--- src/rtl/pie_frame_encoder.sv ---
// PIE frame encoder: delimiter, data-0, RTcal, optional TRcal, then one PIE symbol per data bit.
// Define PIE_TRCAL_EN to honour start_pre and emit the TRcal preamble segment.
module pie_frame_encoder #(
  parameter int unsigned CNT_W = 8
) (
  input  logic             clk,
  input  logic             rst,
  input  logic             start,
  input  logic             start_pre,
  input  logic [CNT_W-1:0] tari,
  input  logic [CNT_W-1:0] pw,
  input  logic [CNT_W-1:0] data1_len,
  input  logic [CNT_W-1:0] rtcal,
  input  logic [CNT_W-1:0] trcal,
  input  logic [CNT_W-1:0] delim,
  input  logic             in_bit,
  input  logic             in_last,
  input  logic             in_valid,
  output logic             in_rdy,
  input  logic             out_rdy,
  output logic             out_pie,
  output logic             busy,
  output logic             done,
  output logic             underrun
);

  typedef enum logic [2:0] {
    S_IDLE,
    S_DELIM,
    S_DATA0,
    S_RTCAL,
`ifdef PIE_TRCAL_EN
    S_TRCAL,
`endif
    S_DATA,
    S_WAIT
  } state_t;

  localparam logic [CNT_W-1:0] ONE = CNT_W'(1);

  state_t           state_q, state_d;
  logic [CNT_W-1:0] cnt_q, cnt_d;
  logic [CNT_W-1:0] len_q, len_d;
  logic [CNT_W-1:0] tari_q, pw_q, d1_q, rtcal_q;
  logic             last_q, last_d;
  logic             pie_q, pie_d;
  logic             rdy_q, rdy_d;
  logic             busy_q, busy_d;
  logic             done_q, done_d;
  logic             ur_q, ur_d;
  logic             seg_end, slot_req, slot_seg;

`ifdef PIE_TRCAL_EN
  logic [CNT_W-1:0] trcal_q;
  logic             pre_q;
`else
  logic             unused_cfg;
  assign unused_cfg = ^{start_pre, trcal};
`endif

  function automatic logic [CNT_W-1:0] nz(input logic [CNT_W-1:0] v);
    return (v == '0) ? ONE : v;
  endfunction

  always_comb begin
    state_d  = state_q;
    cnt_d    = cnt_q;
    len_d    = len_q;
    last_d   = last_q;
    busy_d   = busy_q;
    done_d   = 1'b0;
    ur_d     = ur_q;
    slot_req = 1'b0;
    seg_end  = (cnt_q == len_q - ONE);

    if (state_q == S_IDLE) begin
      if (start) begin
        state_d = S_DELIM;
        cnt_d   = '0;
        len_d   = nz(delim);
        last_d  = 1'b0;
        busy_d  = 1'b1;
        ur_d    = 1'b0;
      end
    end else if (out_rdy) begin
      if (state_q == S_WAIT) begin
        slot_req = 1'b1;
      end else if (!seg_end) begin
        cnt_d = cnt_q + ONE;
      end else begin
        cnt_d = '0;
        case (state_q)
          S_DELIM: begin
            state_d = S_DATA0;
            len_d   = tari_q;
          end
          S_DATA0: begin
            state_d = S_RTCAL;
            len_d   = rtcal_q;
          end
          S_RTCAL: begin
`ifdef PIE_TRCAL_EN
            if (pre_q) begin
              state_d = S_TRCAL;
              len_d   = trcal_q;
            end else begin
              slot_req = 1'b1;
            end
`else
            slot_req = 1'b1;
`endif
          end
`ifdef PIE_TRCAL_EN
          S_TRCAL: slot_req = 1'b1;
`endif
          S_DATA: begin
            if (last_q) begin
              state_d = S_IDLE;
              busy_d  = 1'b0;
              done_d  = 1'b1;
            end else begin
              slot_req = 1'b1;
            end
          end
          default: ;
        endcase
      end

      // Data slot: an offered bit starts its symbol at once, otherwise stall high in WAIT.
      if (slot_req) begin
        cnt_d = '0;
        if (in_valid) begin
          state_d = S_DATA;
          len_d   = in_bit ? d1_q : tari_q;
          last_d  = in_last;
        end else begin
          state_d = S_WAIT;
          ur_d    = 1'b1;
        end
      end
    end

    // Outputs are derived from the next position so they register in step with it.
    pie_d    = 1'b1;
    rdy_d    = 1'b0;
    slot_seg = 1'b0;
    case (state_d)
      S_IDLE:  ;
      S_DELIM: pie_d = 1'b0;
      S_WAIT:  rdy_d = 1'b1;
      default: begin
        pie_d = (pw_q < len_d) && (cnt_d < len_d - pw_q);
`ifdef PIE_TRCAL_EN
        slot_seg = (state_d == S_TRCAL) || ((state_d == S_RTCAL) && !pre_q) ||
                   ((state_d == S_DATA) && !last_d);
`else
        slot_seg = (state_d == S_RTCAL) || ((state_d == S_DATA) && !last_d);
`endif
        rdy_d = slot_seg && (cnt_d == len_d - ONE);
      end
    endcase
  end

  always_ff @(posedge clk) begin
    if (rst) begin
      state_q <= S_IDLE;
      cnt_q   <= '0;
      len_q   <= '0;
      last_q  <= 1'b0;
      pie_q   <= 1'b1;
      rdy_q   <= 1'b0;
      busy_q  <= 1'b0;
      done_q  <= 1'b0;
      ur_q    <= 1'b0;
      tari_q  <= '0;
      pw_q    <= '0;
      d1_q    <= '0;
      rtcal_q <= '0;
`ifdef PIE_TRCAL_EN
      trcal_q <= '0;
      pre_q   <= 1'b0;
`endif
    end else begin
      state_q <= state_d;
      cnt_q   <= cnt_d;
      len_q   <= len_d;
      last_q  <= last_d;
      pie_q   <= pie_d;
      rdy_q   <= rdy_d;
      busy_q  <= busy_d;
      done_q  <= done_d;
      ur_q    <= ur_d;
      if (state_q == S_IDLE && start) begin
        tari_q  <= nz(tari);
        pw_q    <= nz(pw);
        d1_q    <= nz(data1_len);
        rtcal_q <= nz(rtcal);
`ifdef PIE_TRCAL_EN
        trcal_q <= nz(trcal);
        pre_q   <= start_pre;
`endif
      end
    end
  end

  assign out_pie  = pie_q;
  assign busy     = busy_q;
  assign done     = done_q;
  assign underrun = ur_q;
  assign in_rdy   = rdy_q & out_rdy;

endmodule

--- config.mk ---
export PLATFORM = sky130hd
export DESIGN_NAME = pie_frame_encoder
export DESIGN_NICKNAME = d
export VERILOG_FILES = /design/src/rtl/pie_frame_encoder.sv
export SDC_FILE = /design/constraint.sdc
export NUM_CORES = 1
export LEC_CHECK = 0
export CAP_MARGIN = 5
export CORE_MARGIN = 1.5
export CORE_UTILIZATION = 33
export CTS_BUF_LIST = sky130_fd_sc_hd__clkbuf_2 sky130_fd_sc_hd__clkbuf_4 sky130_fd_sc_hd__clkbuf_8
export DETAILED_ROUTE_END_ITERATION = 8
export GPL_TIMING_DRIVEN = 1
export HOLD_SLACK_MARGIN = 0.1
export MAX_ROUTING_LAYER = met4
export PLACE_DENSITY = 0.56
export SKIP_CTS_REPAIR_TIMING = 1
export SYNTH_ARGS = -nofsm -noshare
export SYNTH_HDL_FRONTEND = slang
export SYNTH_SLANG_ARGS = --single-unit
--- constraint.sdc ---
create_clock -name clk -period 6.1 [get_ports clk]
set_input_delay 1.525 -clock clk [delete_from_list [all_inputs] [get_ports clk]]
set_output_delay 1.525 -clock clk [all_outputs]
set_load 0.005 [all_outputs]
==> results of run 1 <==
-- area by class of cell --
class / instances / area (µm²) / area share, %
clock inverter: 7 / 77.6 / 1.64
clock buffer: 9 / 124 / 2.61
inverter: 23 / 86.3 / 1.82
sequential: 57 / 1140 / 24.1
multi-input combinational: 387 / 2470 / 52.0
tap: 143 / 179 / 3.77
timing repair buffer: 73 / 671 / 14.1
-- metrics by stage --
step           total power [mW]  setup slack, ns  hold slack (ns)  instances
5_1_grt                    1.18           0.0133            0.471        699
2_1_floorplan             0.640            0.833            0.436        498
6_report                   1.12            0.404            0.458        699
4_1_cts                    1.13            0.392            0.460        699
3_3_place_gp              0.744            0.169            0.446        683
3_5_place_dp              0.752            0.197            0.448        683
-- sequential cells by signal, indices dropped and copies added (netlist names) --
register  cells
cnt_q         8
underrun      1
busy          1
tari_q        8
state_q       3
d1_q          8
rdy_q         1
pw_q          8
done          1
last_q        1
rtcal_q       8
out_pie       1
len_q         8
-- power by group through the flow --
stage	Sequential, mW	Clock, mW	Combinational [mW]
finish	0.414	0.370	0.333
global route	0.416	0.399	0.369
CTS	0.413	0.380	0.332
detailed placement	0.422	0	0.330
global placement	0.422	0	0.323
floorplan	0.413	0	0.227
-- critical path, stage by stage (launching register included) --
cell,delay [ns]
sky130_fd_sc_hd__dfxtp_1,0.38
sky130_fd_sc_hd__or4_4,0.58
sky130_fd_sc_hd__or4_1,0.53
sky130_fd_sc_hd__o211ai_1,0.13
sky130_fd_sc_hd__a31oi_1,0.09
sky130_fd_sc_hd__or3_1,0.55
sky130_fd_sc_hd__a22o_1,0.30
sky130_fd_sc_hd__o21ai_2,0.15
sky130_fd_sc_hd__inv_1,0.07
sky130_fd_sc_hd__ha_1,0.29
sky130_fd_sc_hd__nor2b_1,0.14
sky130_fd_sc_hd__o21ai_0,0.14
sky130_fd_sc_hd__nand2b_1,0.11
sky130_fd_sc_hd__a21o_1,0.19
sky130_fd_sc_hd__a21o_1,0.20
sky130_fd_sc_hd__a21o_1,0.18
sky130_fd_sc_hd__a21oi_1,0.16
sky130_fd_sc_hd__xor2_1,0.16
sky130_fd_sc_hd__ha_1,0.25
sky130_fd_sc_hd__and4_1,0.17
sky130_fd_sc_hd__nand2_1,0.06
sky130_fd_sc_hd__o21ai_0,0.08
sky130_fd_sc_hd__a2111oi_1,0.44
sky130_fd_sc_hd__a22oi_1,0.12
sky130_fd_sc_hd__o21bai_1,0.15
-- cells in the final DEF, fill, tap and decap left out, types with 9 or more instances in the layout --
cell | synthesis | routed
sky130_fd_sc_hd__nand2_1 | 83 | 83
sky130_fd_sc_hd__dfxtp_1 | 57 | 57
sky130_fd_sc_hd__clkdlybuf4s50_1 | 0 | 50
sky130_fd_sc_hd__a21oi_1 | 40 | 40
sky130_fd_sc_hd__nor2_1 | 36 | 36
sky130_fd_sc_hd__inv_1 | 22 | 22
sky130_fd_sc_hd__buf_4 | 0 | 22
sky130_fd_sc_hd__ha_1 | 18 | 18
sky130_fd_sc_hd__a22o_1 | 15 | 15
sky130_fd_sc_hd__xnor2_1 | 14 | 14
sky130_fd_sc_hd__xor2_1 | 13 | 13
sky130_fd_sc_hd__nand3_1 | 12 | 12
sky130_fd_sc_hd__o21ai_0 | 11 | 11
sky130_fd_sc_hd__nor3_1 | 11 | 11
sky130_fd_sc_hd__o22ai_1 | 10 | 10
sky130_fd_sc_hd__mux2i_1 | 10 | 10
sky130_fd_sc_hd__clkbuf_8 | 0 | 9
-- layer usage --
metal	routed length, µm	vias to the layer above	GRT usage, %	share of wire (%)
met2	5330	141	30.4	45
met1	5300	1827	26.6	45
met5	0	-	-	0
li1	-	1905	-	-
met3	872	17	3.57	7.4
met4	216	0	6.58	1.8
-- cells by family (layout without fill, tap and decap cells) --
logic type      Yosys count  after routing
mux                      10             10
xor+xnor                 27             27
compound gates          145            145
flops                    57             57
buf+inv                  54            112
simple gates            186            186
fa+ha+maj                19             19
-- final timing paths --
kind | end | cells past startpoint | from | slack, ns
setup / recovery | out_pie | 24 | len_q[1] | 0.40
hold / removal | busy | 2 | busy | 0.46
setup reg to reg | out_pie | 24 | len_q[1] | 0.40
hold reg to reg | busy | 2 | busy | 0.46
==> results.py, run 1 <==
metrics = {
    "power": {
        "vdd.ir_drop.worst_v": 0.000115,
        "comb_power_share_pct": 29.8,
        "cell_internal_pwr_uw": 741,
        "p_leak_nw": 1.86,
        "power.switching_fraction_pct": 33.7,
        "power_switching_uw": 376,
        "clock_power_share_pct": 33.1,
        "power.share.sequential_pct": 37.0,
        "power_density_over_cell_area_mw_per_mm2": 236,
    },
    "placed_design": {
        "dpl-instance-area_mm2": 0.00454,
        "gpl.final_weighted_congestion": 0.972,
        "placed_wire_length_estimate_mm": 9.01,
        "count_of_input_and_output_buffers": 51,
    },
    "floorplanning": {
        "placeable_core_area_mm2": 0.0114,
        "std_cell_rows": 39,
        "die_area_mm2": 0.0122,
        "fp.dieH_um": 111,
        "starting_density_pct": 33.6,
        "chipWidth_um": 111,
        "boundaryPins": 61,
    },
    "sta": {
        "final.setup_skew_ns": 0.0121,
        "max_freq_mhz": 176,
        "final_cycle_utilization_of_the_critical_path_pct": 93.4,
        "max_slew.worst_pin.slew_ns": 1.05,
        "report.final.setup_viol": 0,
        "timing.final.crit_period_ns": 5.70,
        "hold_viol_final": 0,
        "fin_tns_setup_ns": 0,
        "grt_setup_unrepaired": "no",
        "timing.slew.headroom_pct": 30.3,
        "slew_viol_final": 0,
    },
    "global_route": {
        "grt_pass1_vias": 3639,
        "grt_overflow_total": 0,
        "antenna_found_initial": 0,
        "grt_first_pass_wirelength_mm": 18.9,
        "grt_use_total_pct": 19.9,
        "largest_net_degree_at_the_start_of_global_routing": 58,
    },
    "detailed_routing": {
        "vias_per_cell": 5.57,
        "drcViolationCount": 0,
        "wl_per_cell_um": 16.8,
        "final_antenna_net_count": 0,
        "dr.first_iter.drc_count": 260,
        "via_total_after_detailed_routing": 3890,
        "detail_route.wirelength_mm": 11.7,
        "drt_pre_antenna_iters": 5,
    },
    "synth": {
        "synth_edf_count": 0,
        "synth_top_flop_cell": "sky130_fd_sc_hd__dfxtp_1",
        "synth_top_family_by_area": "compound AO/OA/AOI/OAI gates",
        "synth_xor_xnor_area_share_pct": 6.19,
        "yosys_warnings": 0,
        "post_synth_most_frequent_cells": "83 x sky130_fd_sc_hd__nand2_1, 57 x sky130_fd_sc_hd__dfxtp_1, 40 x sky130_fd_sc_hd__a21oi_1",
        "syn_inst": 498,
        "synth_most_common_cell": "sky130_fd_sc_hd__nand2_1",
        "async_s_r_ff_share_synth_pct": 0,
        "post_synth_num_cell_types": 66,
        "synth.net_count": 573,
        "cell_area_after_synthesis_mm2": 0.00382,
        "postSynthAreaPerCell_um2": 7.67,
        "synth.mux.area_fraction_pct": 2.62,
        "synth_top_cell_area_share_pct": 29.9,
        "synth-simple-area-share_pct": 22.7,
        "synthDominantAreaCellType": "sky130_fd_sc_hd__dfxtp_1",
        "synth.ff_latch_count": 57,
        "area_share_of_fa_ha_maj_cells_after_synthesis_pct": 6.42,
        "synth_compound_gate_area_share_pct": 26.6,
        "synth_seq_area_share_pct": 29.9,
        "synth.area.top_cells": "sky130_fd_sc_hd__dfxtp_1 30%, sky130_fd_sc_hd__nand2_1 8.2%, sky130_fd_sc_hd__ha_1 5.9%",
    },
    "clock_tree": {
        "clockRootBuffer": "sky130_fd_sc_hd__clkbuf_8",
        "clk_transition_reported_paths_ns": 0.08,
        "h-tree-depth": 3,
        "worst_skew_pair.late_latency_ns": 0.34,
        "tritoncts": "done",
        "cts-buffers-inserted": 9,
        "clock_sink_count": 57,
        "clock_path_buffers": 2,
    },
    "finish": {
        "fillers": 1163,
        "final_layout_size_suffix_gt1_share_pct": 9.89,
        "final_core_util_pct": 41.7,
        "area_growth_syn_to_layout_pct": 24.3,
        "num_antenna_cells": 0,
        "layout.nets": 626,
        "final_cell_area_mm2": 0.00474,
    },
    "worst_setup_path": {
        "setup.worst_path.end_class": "flop",
        "worst_setup_path_start_kind": "flop",
        "cp_max_fo": 8,
        "timing_worst_setup_path_type": "flop to flop",
        "worstPathRequired_ns": 6.38,
        "cp.arrival_ns": 5.97,
    },
    "flow_run": {
        "max-cap-violations": 0,
    },
    "hold_path": {
        "timing.hold.worst.class": "flop to flop",
    },
    "run_status": {
        "result_of_the_run": "finished, final reports clean",
    },
}
Power figures use the tool's default switching activity.
==> inputs of run 2 (changes only) <==
PLACE_DENSITY = 0.58   (was 0.56)
clock period = 5.1 ns   (was 6.1 ns; I/O delays follow)
==> results.py, run 2 (synthesis gave the netlist of run 1 again) <==
metrics = {
    "global_route": {
        "grt_first_pass_wirelength_mm": 19.6,
        "grt_pass1_vias": 3924,
        "grt_use_total_pct": 20.6,
        "antenna_found_initial": 0,
        "grt_overflow_total": 0,
        "largest_net_degree_at_the_start_of_global_routing": 58,
    },
    "sta": {
        "hold_viol_final": 0,
        "max_freq_mhz": 184,
        "timing.slew.headroom_pct": 29.1,
        "fin_tns_setup_ns": -0.326,
        "final_cycle_utilization_of_the_critical_path_pct": 106,
        "final.setup_skew_ns": 0.0112,
        "max_slew.worst_pin.slew_ns": 1.06,
        "grt_setup_unrepaired": "yes",
        "timing.final.crit_period_ns": 5.43,
        "finalWorstSetupSlack_ns": -0.326,
        "slew_viol_final": 0,
        "hold-worst-slack_ns": 0.456,
        "report.final.setup_viol": 1,
    },
    "clock_tree": {
        "clock_path_buffers": 2,
        "cts-buffers-inserted": 9,
        "clk_transition_reported_paths_ns": 0.07,
        "worst_skew_pair.late_latency_ns": 0.35,
        "h-tree-depth": 3,
        "clockRootBuffer": "sky130_fd_sc_hd__clkbuf_8",
        "tritoncts": "done",
        "clock_sink_count": 57,
    },
    "power": {
        "overall_power_of_the_completed_layout_mw": 1.51,
        "vdd.ir_drop.worst_v": 0.000152,
        "p_leak_nw": 2.28,
        "power_density_over_cell_area_mw_per_mm2": 273,
    },
    "finish": {
        "fillers": 1133,
        "fin_cells": 775,
        "seq_cell_area_mm2": 0.00115,
        "final_cell_area_mm2": 0.00552,
        "final_common_cell": "sky130_fd_sc_hd__buf_4",
        "final_core_util_pct": 48.5,
        "area_growth_syn_to_layout_pct": 44.5,
        "final_layout_size_suffix_gt1_share_pct": 24.4,
        "num_antenna_cells": 0,
        "mostFrequentLayoutCells": "96 x sky130_fd_sc_hd__buf_4, 83 x sky130_fd_sc_hd__nand2_1, 52 x sky130_fd_sc_hd__dfxtp_1",
        "layout.nets": 702,
        "multiInputGateArea_mm2": 0.00261,
    },
    "worst_setup_path": {
        "regToRegStartpoint": "len_q[0]",
        "r2r-end": "out_pie",
        "cp_max_fo": 5,
        "ff2ff_setup_slack_ns": -0.33,
        "worst_setup_path_start_kind": "flop",
        "worstPathRequired_ns": 5.36,
        "timing_worst_setup_path_type": "flop to flop",
        "setup.worst_path.end_class": "flop",
        "cp.arrival_ns": 5.69,
        "reg2regPathDepth": 25,
    },
    "placed_design": {
        "gpl.final_weighted_congestion": 0.924,
        "placed_wire_length_estimate_mm": 9.75,
        "dp_cells": 752,
        "pre_cts_slack_ns": -0.715,
        "count_of_input_and_output_buffers": 51,
        "dpl-instance-area_mm2": 0.00507,
    },
    "detailed_routing": {
        "dr.first_iter.drc_count": 221,
        "final_antenna_net_count": 0,
        "via_total_after_detailed_routing": 4135,
        "drcViolationCount": 0,
        "vias_per_cell": 5.34,
        "drt_pre_antenna_iters": 5,
        "wl_per_cell_um": 16.0,
        "detail_route.wirelength_mm": 12.4,
    },
    "run_status": {
        "result_of_the_run": "finished, violations left",
        "violations": "negative setup slack",
    },
    "floorplanning": {
        "fp.dieH_um": 111,
        "placeable_core_area_mm2": 0.0114,
        "die_area_mm2": 0.0122,
        "starting_density_pct": 33.6,
        "chipWidth_um": 111,
        "boundaryPins": 61,
        "std_cell_rows": 39,
    },
    "flow_run": {
        "max-cap-violations": 0,
    },
    "hold_path": {
        "hold-path-cell-count": 2,
        "hold_path.startpoint": "pw_q[3]",
        "timing.hold.worst.class": "flop to flop",
        "whs_endpoint": "pw_q[3]",
    },
}
==> run 2: cell count changes in the layout (fill, tap and decap cells not counted), moves of 2 or more <==
cell,change
sky130_fd_sc_hd__o21ai_0,-4
sky130_fd_sc_hd__o21ai_1,+3
sky130_fd_sc_hd__a41oi_1,-2
sky130_fd_sc_hd__dfxtp_1,-5
sky130_fd_sc_hd__ha_4,+2
sky130_fd_sc_hd__ha_1,-3
sky130_fd_sc_hd__buf_4,+74
sky130_fd_sc_hd__dfxtp_2,+2
sky130_fd_sc_hd__a41oi_2,+2
sky130_fd_sc_hd__dfxtp_4,+3
==> run 2: area by class of cell <==
class / instances / share of cell area (%)
inverter: 23 / 1.57
sequential: 57 / 20.9
clock inverter: 7 / 1.86
clock buffer: 9 / 2.25
timing repair buffer: 149 / 22.8
multi-input combinational: 387 / 47.3
tap: 143 / 3.24
==> run 2: worst max-delay path by stage <==
stage / start / slack (ns) / depth (start not counted) / endpoint
floorplan: len_q[2] / 0.01 / 26 / out_pie
global placement: len_q[0] / -0.65 / 27 / out_pie
detailed placement: len_q[0] / -0.71 / 27 / out_pie
CTS: len_q[0] / -0.73 / 27 / out_pie
global route: len_q[0] / -0.51 / 25 / out_pie
finish: len_q[0] / -0.33 / 25 / out_pie
==> run 2: critical path, cell delays in order, from the launching register on <==
cell and delay (ns):
sky130_fd_sc_hd__dfxtp_4 0.37, sky130_fd_sc_hd__or4_4 0.54, sky130_fd_sc_hd__or2_2 0.30, sky130_fd_sc_hd__o21ai_1 0.21
sky130_fd_sc_hd__a31oi_1 0.15, sky130_fd_sc_hd__or3_4 0.44, sky130_fd_sc_hd__a22o_1 0.23, sky130_fd_sc_hd__o221ai_2 0.24
sky130_fd_sc_hd__ha_2 0.25, sky130_fd_sc_hd__buf_6 0.10, sky130_fd_sc_hd__nor2b_4 0.03, sky130_fd_sc_hd__o21ai_2 0.12
sky130_fd_sc_hd__nand2b_1 0.08, sky130_fd_sc_hd__a21o_1 0.16, sky130_fd_sc_hd__a21o_1 0.19, sky130_fd_sc_hd__a21o_1 0.16
sky130_fd_sc_hd__a21oi_2 0.15, sky130_fd_sc_hd__xor2_1 0.20, sky130_fd_sc_hd__ha_1 0.29, sky130_fd_sc_hd__and4_1 0.18
sky130_fd_sc_hd__nand2_1 0.06, sky130_fd_sc_hd__o21ai_1 0.07, sky130_fd_sc_hd__a2111oi_2 0.38, sky130_fd_sc_hd__buf_4 0.18
sky130_fd_sc_hd__a22oi_2 0.04, sky130_fd_sc_hd__o21bai_1 0.23
==> run 2: per-layer routing <==
layer  routed length (µm)  global-route usage, %  vias to the layer above
li1                     -                      -                     2058
met1                 5590                   26.4                     1916
met2                 5850                   33.0                      140
met3                  789                   4.28                       21
met4                  210                   5.81                        0
met5                    0                      -                        -
==> run 2: power breakdown <==
group | total (mW) | leakage, nW | internal (mW) | switching, mW
combinational | 0.530 | 1.70 | 0.275 | 0.256
sequential | 0.490 | 0.470 | 0.471 | 0.0196
clock | 0.485 | 0.110 | 0.279 | 0.207
total | 1.51 | 2.28 | 1.02 | 0.482
==> inputs of run 3 (changes only) <==
CORE_UTILIZATION = 30   (was 33)
PLACE_DENSITY = 0.54   (was 0.58)
==> results.py, run 3 (synthesis gave the netlist of run 1 again) <==
metrics = {
    "run_status": {
        "result_of_the_run": "finished, violations left",
        "violations": "negative setup slack",
    },
    "finish": {
        "mostFrequentLayoutCells": "97 x sky130_fd_sc_hd__buf_4, 83 x sky130_fd_sc_hd__nand2_1, 52 x sky130_fd_sc_hd__dfxtp_1",
        "layout.nets": 702,
        "final_common_cell": "sky130_fd_sc_hd__buf_4",
        "final_layout_size_suffix_gt1_share_pct": 23.1,
        "seq_cell_area_mm2": 0.00115,
        "fillers": 1300,
        "area_growth_syn_to_layout_pct": 42.6,
        "num_antenna_cells": 0,
        "multiInputGateArea_mm2": 0.00255,
    },
    "clock_tree": {
        "tritoncts": "done",
        "clock_path_buffers": 2,
        "clockRootBuffer": "sky130_fd_sc_hd__clkbuf_8",
        "clk_transition_reported_paths_ns": 0.07,
        "clock_sink_count": 57,
        "h-tree-depth": 3,
        "worst_skew_pair.late_latency_ns": 0.35,
        "cts-buffers-inserted": 9,
    },
    "placed_design": {
        "placed_wire_length_estimate_mm": 9.92,
        "gpl.final_weighted_congestion": 0.870,
        "count_of_input_and_output_buffers": 51,
    },
    "worst_setup_path": {
        "setup.worst_path.start": "len_q[3]",
        "setup.worst_path.end_class": "flop",
        "cp.arrival_ns": 5.47,
        "worst_setup_path_start_kind": "flop",
        "ff2ff_setup_slack_ns": -0.08,
        "worstPathRequired_ns": 5.39,
        "regToRegStartpoint": "len_q[3]",
        "cp_max_fo": 6,
        "timing_worst_setup_path_type": "flop to flop",
    },
    "floorplanning": {
        "die_area_mm2": 0.0134,
        "placeable_core_area_mm2": 0.0125,
        "starting_density_pct": 30.5,
        "boundaryPins": 61,
        "chipWidth_um": 116,
        "fp.dieH_um": 116,
        "std_cell_rows": 41,
    },
    "global_route": {
        "grt_use_total_pct": 20.1,
        "grt_first_pass_wirelength_mm": 20.0,
        "grt_overflow_total": 0,
        "antenna_found_initial": 0,
        "grt_pass1_vias": 3947,
        "largest_net_degree_at_the_start_of_global_routing": 58,
    },
    "detailed_routing": {
        "detail_route.wirelength_mm": 12.6,
        "wl_per_cell_um": 15.7,
        "drt_pre_antenna_iters": 4,
        "dr.first_iter.drc_count": 185,
        "vias_per_cell": 5.04,
        "drcViolationCount": 0,
        "final_antenna_net_count": 0,
        "via_total_after_detailed_routing": 4050,
    },
    "power": {
        "power_switching_uw": 465,
        "clock_power_share_pct": 30.1,
        "power.share.sequential_pct": 34.1,
        "vdd.ir_drop.worst_v": 0.000155,
        "cell_internal_pwr_uw": 971,
        "comb_power_share_pct": 35.8,
        "power.switching_fraction_pct": 32.4,
        "p_leak_nw": 2.24,
        "power_density_over_cell_area_mw_per_mm2": 264,
    },
    "sta": {
        "timing.slew.headroom_pct": 31.7,
        "report.final.setup_viol": 1,
        "final.setup_skew_ns": 0.0104,
        "hold_viol_final": 0,
        "hold-worst-slack_ns": 0.455,
        "finalWorstSetupSlack_ns": -0.0838,
        "timing.final.crit_period_ns": 5.18,
        "max_slew.worst_pin.slew_ns": 1.02,
        "fin_tns_setup_ns": -0.0838,
        "slew_viol_final": 0,
        "grt_setup_unrepaired": "yes",
        "final_cycle_utilization_of_the_critical_path_pct": 102,
        "max_freq_mhz": 193,
    },
    "hold_path": {
        "timing.hold.worst.class": "flop to flop",
        "hold_path.startpoint": "busy",
    },
    "flow_run": {
        "max-cap-violations": 0,
    },
}
## run 3: cell count changes in the layout (fill, tap and decap cells not counted), moves of 2 or more
cell / change
sky130_fd_sc_hd__dfxtp_2: +2
sky130_fd_sc_hd__a41oi_1: +2
sky130_fd_sc_hd__clkinv_4: -3
sky130_fd_sc_hd__dfxtp_4: -2
sky130_fd_sc_hd__a41oi_2: -2
sky130_fd_sc_hd__clkinvlp_4: +2
## run 3: power by group through the flow
stage	clock network (mW)	registers (mW)	logic, mW
final	0.432	0.490	0.514
after global routing	0.465	0.493	0.564
after CTS	0.445	0.489	0.489
after detailed placement	0	0.499	0.486
after global placement	0	0.499	0.477
after floorplan	0	0.494	0.275
## run 3: final timing paths
check             endpoint  cells after the start
setup / recovery   out_pie                     24
hold / removal        busy                      2
setup reg to reg   out_pie                     24
hold reg to reg       busy                      2
## run 3: cell type report
cell class                      instances  area share [%]
Multi-Input combinational cell        387            46.8
Timing Repair Buffer                  149            22.9
Sequential cell                        57            21.1
Tap cell                              172            3.95
Clock buffer                           10            2.41
Inverter                               23            1.59
Clock inverter                          6            1.22
## run 3: per-stage QoR
step           util [%]  cells  area (µm²)  total power [mW]  setup slack [ns]
3_5_place_dp       41.0    785        5140             0.986            -0.586
3_3_place_gp       41.0    785        5140             0.976            -0.600
4_1_cts            42.6    801        5340              1.42            -0.571
6_report           43.5    804        5440              1.44           -0.0838
2_1_floorplan         -    498        3830             0.769           0.00976
5_1_grt            43.5    804        5440              1.52            -0.395
## run 3: metal layers
layer,GRT usage (%),up-vias,wire [µm]
li1,-,2052,-
met1,26.0,1879,5950
met2,31.7,105,5720
met3,3.77,14,676
met4,6.50,0,255
met5,-,-,0
## run 3: worst max-delay path, cell delays in order, from the launching register on
cell and delay (ns):
sky130_fd_sc_hd__dfxtp_2 0.32, sky130_fd_sc_hd__or4_4 0.53, sky130_fd_sc_hd__or4_1 0.41, sky130_fd_sc_hd__o211ai_1 0.12, sky130_fd_sc_hd__a31oi_1 0.09, sky130_fd_sc_hd__or3_4 0.46, sky130_fd_sc_hd__a22o_1 0.24, sky130_fd_sc_hd__o221ai_2 0.25
sky130_fd_sc_hd__ha_2 0.26, sky130_fd_sc_hd__buf_6 0.09, sky130_fd_sc_hd__nor2b_1 0.03, sky130_fd_sc_hd__o21ai_1 0.13, sky130_fd_sc_hd__nand2b_1 0.09, sky130_fd_sc_hd__a21o_1 0.16, sky130_fd_sc_hd__a21o_1 0.19, sky130_fd_sc_hd__buf_4 0.13
sky130_fd_sc_hd__buf_4 0.12, sky130_fd_sc_hd__xnor2_1 0.12, sky130_fd_sc_hd__ha_1 0.31, sky130_fd_sc_hd__a21o_1 0.16, sky130_fd_sc_hd__a21o_1 0.18, sky130_fd_sc_hd__a2111oi_4 0.36, sky130_fd_sc_hd__buf_4 0.17, sky130_fd_sc_hd__a22oi_2 0.04
sky130_fd_sc_hd__o21bai_1 0.15
